$ cat src/rtl/obi_apb_bridge.sv
// Ibex data-side req/gnt/rvalid to APB3/APB4 master bridge.
// One outstanding transfer, SETUP/ACCESS sequencing, optional ACCESS-phase timeout.
module obi_apb_bridge #(
  parameter int unsigned APB_ADDR_WIDTH = 32,
  parameter int unsigned APB_DATA_WIDTH = 32,
  parameter int unsigned TIMEOUT_CYCLES = 0
) (
  input  logic                        clk_i,
  input  logic                        rst_ni,
  input  logic                        data_req_i,
  output logic                        data_gnt_o,
  input  logic                        data_we_i,
  input  logic [APB_DATA_WIDTH/8-1:0] data_be_i,
  input  logic [APB_ADDR_WIDTH-1:0]   data_addr_i,
  input  logic [APB_DATA_WIDTH-1:0]   data_wdata_i,
  output logic                        data_rvalid_o,
  output logic [APB_DATA_WIDTH-1:0]   data_rdata_o,
  output logic                        data_err_o,
  output logic [APB_ADDR_WIDTH-1:0]   apb_paddr_o,
  output logic [APB_DATA_WIDTH-1:0]   apb_pwdata_o,
  output logic                        apb_pwrite_o,
  output logic [APB_DATA_WIDTH/8-1:0] apb_pstrb_o,
  output logic                        apb_psel_o,
  output logic                        apb_penable_o,
  input  logic                        apb_pready_i,
  input  logic [APB_DATA_WIDTH-1:0]   apb_prdata_i,
  input  logic                        apb_pslverr_i
);

  localparam int unsigned AW    = APB_ADDR_WIDTH;
  localparam int unsigned DW    = APB_DATA_WIDTH;
  localparam int unsigned SW    = APB_DATA_WIDTH / 8;
  localparam int unsigned CNT_W = (TIMEOUT_CYCLES > 0) ? $clog2(TIMEOUT_CYCLES + 1) : 1;
  localparam int unsigned TO_LAST = (TIMEOUT_CYCLES > 0) ? TIMEOUT_CYCLES - 1 : 0;

  localparam logic [1:0] IDLE   = 2'd0;
  localparam logic [1:0] SETUP  = 2'd1;
  localparam logic [1:0] ACCESS = 2'd2;

  logic [1:0]       state_q,   state_d;
  logic [AW-1:0]    paddr_q,   paddr_d;
  logic [DW-1:0]    pwdata_q,  pwdata_d;
  logic             pwrite_q,  pwrite_d;
  logic [SW-1:0]    pstrb_q,   pstrb_d;
  logic             psel_q,    psel_d;
  logic             penable_q, penable_d;
  logic             rvalid_q,  rvalid_d;
  logic [DW-1:0]    rdata_q,   rdata_d;
  logic             err_q,     err_d;
  logic [CNT_W-1:0] cnt_q,     cnt_d;

  // State and datapath registers
  always_ff @(posedge clk_i or negedge rst_ni) begin
    if (!rst_ni) begin
      state_q   <= IDLE;
      paddr_q   <= '0;
      pwdata_q  <= '0;
      pwrite_q  <= 1'b0;
      pstrb_q   <= '0;
      psel_q    <= 1'b0;
      penable_q <= 1'b0;
      rvalid_q  <= 1'b0;
      rdata_q   <= '0;
      err_q     <= 1'b0;
      cnt_q     <= '0;
    end else begin
      state_q   <= state_d;
      paddr_q   <= paddr_d;
      pwdata_q  <= pwdata_d;
      pwrite_q  <= pwrite_d;
      pstrb_q   <= pstrb_d;
      psel_q    <= psel_d;
      penable_q <= penable_d;
      rvalid_q  <= rvalid_d;
      rdata_q   <= rdata_d;
      err_q     <= err_d;
      cnt_q     <= cnt_d;
    end
  end

  // Next-state, grant and completion logic
  always_comb begin
    state_d    = state_q;
    paddr_d    = paddr_q;
    pwdata_d   = pwdata_q;
    pwrite_d   = pwrite_q;
    pstrb_d    = pstrb_q;
    rdata_d    = rdata_q;
    err_d      = err_q;
    cnt_d      = cnt_q;
    rvalid_d   = 1'b0;
    data_gnt_o = 1'b0;

    case (state_q)
      IDLE: begin
        if (data_req_i) begin
          data_gnt_o = 1'b1;
          paddr_d    = data_addr_i;
          pwdata_d   = data_wdata_i;
          pwrite_d   = data_we_i;
          pstrb_d    = data_we_i ? data_be_i : {SW{1'b1}};
          cnt_d      = '0;
          state_d    = SETUP;
        end
      end
      SETUP: begin
        state_d = ACCESS;
      end
      ACCESS: begin
        cnt_d = cnt_q + CNT_W'(1);
        if (apb_pready_i) begin
          rvalid_d = 1'b1;
          rdata_d  = pwrite_q ? '0 : apb_prdata_i;
          err_d    = apb_pslverr_i;
          state_d  = IDLE;
        end else if ((TIMEOUT_CYCLES > 0) && (cnt_q == CNT_W'(TO_LAST))) begin
          // Abandon a stalled slave; any later pready is seen with psel low
          rvalid_d = 1'b1;
          rdata_d  = '0;
          err_d    = 1'b1;
          state_d  = IDLE;
        end
      end
      default: begin
        state_d = IDLE;
      end
    endcase

    psel_d    = (state_d != IDLE);
    penable_d = (state_d == ACCESS);
  end

  assign apb_paddr_o   = paddr_q;
  assign apb_pwdata_o  = pwdata_q;
  assign apb_pwrite_o  = pwrite_q;
  assign apb_pstrb_o   = pstrb_q;
  assign apb_psel_o    = psel_q;
  assign apb_penable_o = penable_q;
  assign data_rvalid_o = rvalid_q;
  assign data_rdata_o  = rdata_q;
  assign data_err_o    = err_q;

endmodule

$ cat config.mk
export PLATFORM = sky130hd
export DESIGN_NAME = obi_apb_bridge
export DESIGN_NICKNAME = d
export VERILOG_FILES = /design/src/rtl/obi_apb_bridge.sv
export SDC_FILE = /design/constraint.sdc
export NUM_CORES = 1
export LEC_CHECK = 0
export CAP_MARGIN = 10
export CORE_MARGIN = 4
export CORE_UTILIZATION = 40
export CTS_CLUSTER_SIZE = 8
export DETAILED_ROUTE_END_ITERATION = 8
export PLACE_DENSITY = 0.79
export SLEW_MARGIN = 30
export SYNTH_ARGS = -nofsm -noshare
export SYNTH_HDL_FRONTEND = slang
export SYNTH_SLANG_ARGS = --single-unit
$ cat constraint.sdc
create_clock -name clk_i -period 3.52 [get_ports clk_i]
set_input_delay 0.352 -clock clk_i [delete_from_list [all_inputs] [get_ports clk_i]]
set_output_delay 0.352 -clock clk_i [all_outputs]
set_load 0.01 [all_outputs]
==> results.md <==
- Status: finished clean
- GR Util met1: 19.62%
- Core region area: 0.01046 mm^2
- Slowest stage delay, CP: 610 ps
- Cell Pwr Density: 833.4 mW/mm^2
- R2R Setup Slk: 1500 ps
- Distinct cells, synth: 15
- Vias: between 2,000 and 3,000
- Die Area: 0.01264 mm^2
- RSZ-0062 raised after global routing: no
- DRC violations left: 0
- Peak Freq: between 400 and 500 MHz
- Post-route ant nets: 0
- Worst path slowest cell: clkdlybuf4s50_1
- Largest net degree at the start of global routing: 42
- Final setup vio count: 0
- Syn nets: between 300 and 400
- Layout cells sized above 1: between 20% and 30%
- GRT busiest layer: met2
- Worst Hold End: apb_paddr_o[5]$_DFFE_PN0P_
- Critical Path Most Common Cell: clkdlybuf4s50_1
- Crit end category: output pin
- TritonCTS buffer count: 9
- Most frequent cells in the layout: 210 x clkdlybuf4s50_1, 107 x dfrtp_1, 48 x mux2_2
- Period utilization: 59.34%
- Core Util, Final: 64.45%
- Width of the die: 112.4 um
- Met2 Use GR: 30.08%
- First-pass GRT wire length: around 17,000 um
- MaxCap Viol Count: 0
- Critical-path cell list: clkdlybuf4s50_1, nor3b_1, clkdlybuf4s50_1
- Final Hold Viols: 0
- Pwr Total: 0.005619 W
- Clock Path Buffers: 2
- Routability cong.: 0.8019
- H-tree levels: 3
- Num ports: 212
- Setup Buffers After CTS: 0
- Most area-hungry cell type in the Yosys netlist: dfrtp_1
- Crit path max fanout: 3
- DR iter-0 viols: 66
- Setup TNS: 0 ps
- Vias in the first global route: 3,332
- FF-to-FF path depth: 3
- First drt pass iteration count: 4
- WL final: ~11,000 um
- RR Endpoint: data_rdata_o[5]$_DFFE_PN0P_
- Final Max Slew Viols: 0
- Tmin final: 2089 ps
- Buffers & Inverters on Critical Path: 2
- Input/output buffers: 211
- Largest cells by area after synthesis: dfrtp_1 61%, mux2_2 12%, mux2_4 10%, mux2_1 6.5%, nor2b_1 4.6%
- Worst Hold Launch: apb_paddr_o[5]$_DFFE_PN0P_
- Nets: 590
- Syn Inst Count: approximately 270
- Synthesized area per cell: 16.27 um^2
- CP required: roughly 3200 ps
- Final HPWL DP: 8330 um
- Avg WL per Cell: 17.25 um
- VDD IR max: about 420 uV
- Warnings, synthesis: 0
- Initial core utilization: a little over two fifths
- Synthesized area: 0.004362 mm^2
- Min-delay worst type: reg2reg
- Commonest non-fill, non-tap cell in the layout: clkdlybuf4s50_1
- Critical path's top delay family: buffers and inverters
- Normalized max-slew margin: roughly 50%
- Die height: about 110 um
- Clk_skew: 6.108 ps
- Vias per cell: 4.691
- Routing usage on met3: ~5.9%
- Root Driver: clkbuf_8
- Worst Max-Slew Pin Slew: around 730 ps
- Clock slew at reported path FFs: 90 ps
- Insertion delay of the later-clocked pin in the worst-skew pair: 360 ps
- Worst setup SP type: primary input
- Worst Hold Path Cells: 1
- Critical Path AT: 1740 ps
- Post-synthesis sequential area ratio: 61.39%
- Worst Setup Path Type: in2out
- Leak pwr: 2.814 nW
- Final worst slack: 1431 ps
- Total GRT Usage: 17.36%
- Clock Sinks: 107
- Initial antenna violation count: 0
- CTS tree: done
- Synthesized flop and latch total: 107
- Grt ovf: 0
- Setup WS pre-CTS: 1170 ps
- N_diodes: 0
- Reg-to-reg startpoint: state_q[0]$_DFF_PN0_
- Cell Rows: 37
- Area grow syn2layout: 54.59%
- Top cell type's share of synthesized area: around three fifths
## power by group
group | internal, W | switching [W] | total [W]
Clock | 0.000271 | 0.000389 | 0.000660
Combinational | 0.00177 | 0.00102 | 0.00280
Sequential | 0.00183 | 0.000328 | 0.00216
Total | 0.00388 | 0.00174 | 0.00562
## synth_stat cells, drive strengths merged
cell type / n
inv: 1
dfrtp: 107
buf: 11
nor2b: 32
nor2: 1
clkbuf: 3
nor3b: 2
and3b: 1
nand2b: 4
o21ai: 3
or3b: 1
mux2: 102
## timing repair
action	4_1_cts	5_1_grt
hold endpoints to repair	40	0
hold buffers	1	0
gates resized for setup	0	0
## registers in the layout, indices dropped and copies added (netlist names)
| register | flops |
|---|---|
| apb_pwdata_o | 32 |
| apb_paddr_o | 32 |
| data_rdata_o | 32 |
| state_q | 2 |
| data_err_o | 1 |
| data_rvalid_o | 1 |
| apb_pstrb_o | 4 |
| apb_psel_o | 1 |
| apb_pwrite_o | 1 |
| apb_penable_o | 1 |
## through the flow
stage / instance area, um^2 / cells / hold slack (ps)
after floorplan: 4362 / 268 / 56.41
after global routing: 6743 / 624 / 510.2
after global placement: 6553 / 607 / 467.3
after CTS: 6743 / 624 / 494.7
after detailed placement: 6573 / 608 / 361.5
final: 6743 / 624 / 492.5
## how the worst max path moves through the flow
stage | startpoint | end | slack (ps) | cells past startpoint
2_1_floorplan | state_q[0]$_DFF_PN0_ | apb_paddr_o[18]$_DFFE_PN0P_ | 2050 | 3
3_3_place_gp | apb_pready_i | data_rdata_o[21]$_DFFE_PN0P_ | 1230 | 4
3_5_place_dp | apb_pready_i | data_rdata_o[5]$_DFFE_PN0P_ | 1170 | 4
4_1_cts | data_req_i | data_gnt_o | 1440 | 3
5_1_grt | state_q[0]$_DFF_PN0_ | data_gnt_o | 1350 | 2
6_report | data_req_i | data_gnt_o | 1430 | 3
## area by class of cell
class | instances | area [um^2]
clock inverter | 3 | 15.01
timing repair buffer | 219 | 2185
multi-input combinational | 146 | 1546
tap | 136 | 170.2
inverter | 1 | 3.754
sequential | 107 | 2678
clock buffer | 12 | 145.1
fill | 833 | 3720
## routing by layer
layer	routed length, um	up-vias	part of all wire, %
li1	-	1340	-
met2	5559	119	52
met1	4071	1447	38
met4	257	0	2.4
met3	878	21	8.2
met5	0	-	0
## worst reg2reg max path: stages (launching register included)
cell,delay [ps]
dfrtp_1,460
and3b_2,770
buf_4,350
mux2_4,330
## logic make-up after synthesis
| group | count (synthesis) | synth area share (%) |
|---|---|---|
| flip-flops | 107 | 61.39 |
| multiplexers | 102 | 28.83 |
| AND/OR/NAND/NOR | 41 | 6.254 |
| buffers and inverters | 15 | 3.184 |
| AO/OA/AOI/OAI | 3 | 0.3441 |
Power figures use the tool's default switching activity.
==> edit: new RTL, same flow settings <==
The parameter `APB_DATA_WIDTH` goes from 32 to 64.
--- a/src/rtl/obi_apb_bridge.sv
+++ b/src/rtl/obi_apb_bridge.sv
@@ -2,7 +2,7 @@
 // One outstanding transfer, SETUP/ACCESS sequencing, optional ACCESS-phase timeout.
 module obi_apb_bridge #(
   parameter int unsigned APB_ADDR_WIDTH = 32,
-  parameter int unsigned APB_DATA_WIDTH = 32,
+  parameter int unsigned APB_DATA_WIDTH = 64,
   parameter int unsigned TIMEOUT_CYCLES = 0
 ) (
   input  logic                        clk_i,
Ports: changed (6 resized); port bits go from 212 to 348. No check against the original RTL was run, so the function may have changed too.
==> edit against the unedited design <==
- the run now ends with negative hold slack left
- maximum frequency up 1.3%
- total power grew 76%
- setup slack improved by 0.028 ns
- worst hold slack lost 0.51 ns
- synthesized area grew 60%
- cell area up 67%
- wire length grew 83%
- sequential share of layout area decreased by 0.69 points
- sequential cell count is 68 higher
- first-iteration DRC count increased by 120%
- critical endpoint unchanged
- largest power group unchanged
==> edit: results (changes against the unedited design) <==
.. list-table::
   :header-rows: 1

   * - Metric
     - Value
   * - Outcome
     - finished, violations left
   * - Failing checks
     - negative hold slack
   * - Slack of the critical path
     - 1.46 ns (+0.0278 ns)
   * - Compound-cell area share of the yosys netlist
     - 0.216% (-0.13 points)
   * - Setup skew after layout
     - 0.0116 ns (+0.00552 ns)
   * - Leading post-synthesis cells by cell area
     - sky130_fd_sc_hd__dfrtp_1 (63%), sky130_fd_sc_hd__mux2_2 (19%), sky130_fd_sc_hd__mux2_1 (8.4%)
   * - Clock buffers created by TritonCTS
     - 17 (+8)
   * - Initial antenna violation count
     - 1 (+1)
   * - Sw power
     - 0.00309 W (+77%)
   * - Placed Instance Area
     - 10600 sq um (+62%)
   * - Ranking of synthesized cells by instance count
     - sky130_fd_sc_hd__dfrtp_1 (175), sky130_fd_sc_hd__mux2_2 (118), sky130_fd_sc_hd__nor2b_1 (64), sky130_fd_sc_hd__mux2_1 (52), sky130_fd_sc_hd__buf_2 (10)
   * - Per-cell routed wire length
     - 19.1 um (+11%)
   * - Count of mapped cells out of synthesis
     - 451 (+68%)
   * - Min Hold Slack
     - -0.0147 ns (-0.507 ns)
   * - Placed wire-length estimate after detailed placement
     - 14800 um (+78%)
   * - Fraction of the yosys area taken by sequential cells
     - 62.9% (+1.5 points)
   * - Gp weighted congestion
     - 0.876 (+9.3%)
   * - Clock insertion delay at the later pin of the skew report
     - 0.42 ns (+0.06 ns)
   * - First-pass GRT wire length
     - 30600 um (+76%)
   * - Worst-case setup slack after placement
     - 1.20 ns (+0.0266 ns)
   * - Yosys cell types
     - 16 (+1)
   * - Fraction of layout instances using a drive strength above 1
     - 19.9% (-0.84 points)
   * - Multiplexer area fraction after synthesis
     - 27.5% (-1.3 points)
   * - Beginning of the critical path
     - state_q[1]
   * - Clock slew at the register clock pins of the worst setup and hold paths
     - 0.07 ns (-0.02 ns)
   * - Worst supply voltage drop on vdd
     - 0.443 mV (+5.6%)
   * - Net Count, Synth
     - 625 (+67%)
   * - H-Tree Depth
     - 4 (+1)
   * - Final Hold Viols
     - 15 (+15)
   * - Hold WC Path Type
     - in2async
   * - CP max stage delay
     - 0.63 ns (+0.02 ns)
   * - Placed Cells incl. Taps
     - 999 (+64%)
-- edit: cell count changes after synthesis, sizes merged --
cell,before,now
mux2,102,170
nor2b,32,64
nand2b,4,8
dfrtp,107,175
buf,11,19
clkbuf,3,6
-- edit: final timing paths --
kind,to,depth (start not counted)
max,data_gnt_o,2
min reg2reg,data_rdata_o[25],1
min,data_rdata_o[8],1
min in group clk_i,data_rdata_o[25],1
max reg2reg,data_rdata_o[33],3
max in group asynchronous,apb_pwdata_o[26],2
-- edit: area by class of cell --
| cell class | count | share of cell area [%] |
|---|---|---|
| Inverter | 1 | 0.0334 |
| Tap cell | 220 | 2.45 |
| Clock buffer | 18 | 3.91 |
| Sequential cell | 175 | 39.0 |
| Timing Repair Buffer | 353 | 31.6 |
| Multi-Input combinational cell | 250 | 21.6 |
| Clock inverter | 14 | 1.38 |
-- edit: power groups by stage --
stage	clock [W]	combinational (W)	sequential [W]
2_1_floorplan	0	0.00144	0.00397
3_3_place_gp	0	0.00443	0.00351
3_5_place_dp	0	0.00454	0.00356
4_1_cts	0.00193	0.00456	0.00355
5_1_grt	0.00201	0.00476	0.00366
6_report	0.00188	0.00447	0.00353
-- edit: per-layer routing --
metal | global-route usage, % | vias to the layer above | wire length, um
li1 | - | 2233 | -
met1 | 20.8 | 2450 | 6780
met2 | 35.9 | 223 | 10500
met3 | 9.03 | 30 | 2050
met4 | 6.48 | 2 | 358
met5 | 0 | - | 13
-- edit: kinds of logic after synthesis --
kind of cell,Yosys count
flip-flops,175
multiplexers,170
AO/OA/AOI/OAI,3
buffers and inverters,26
AND/OR/NAND/NOR,77
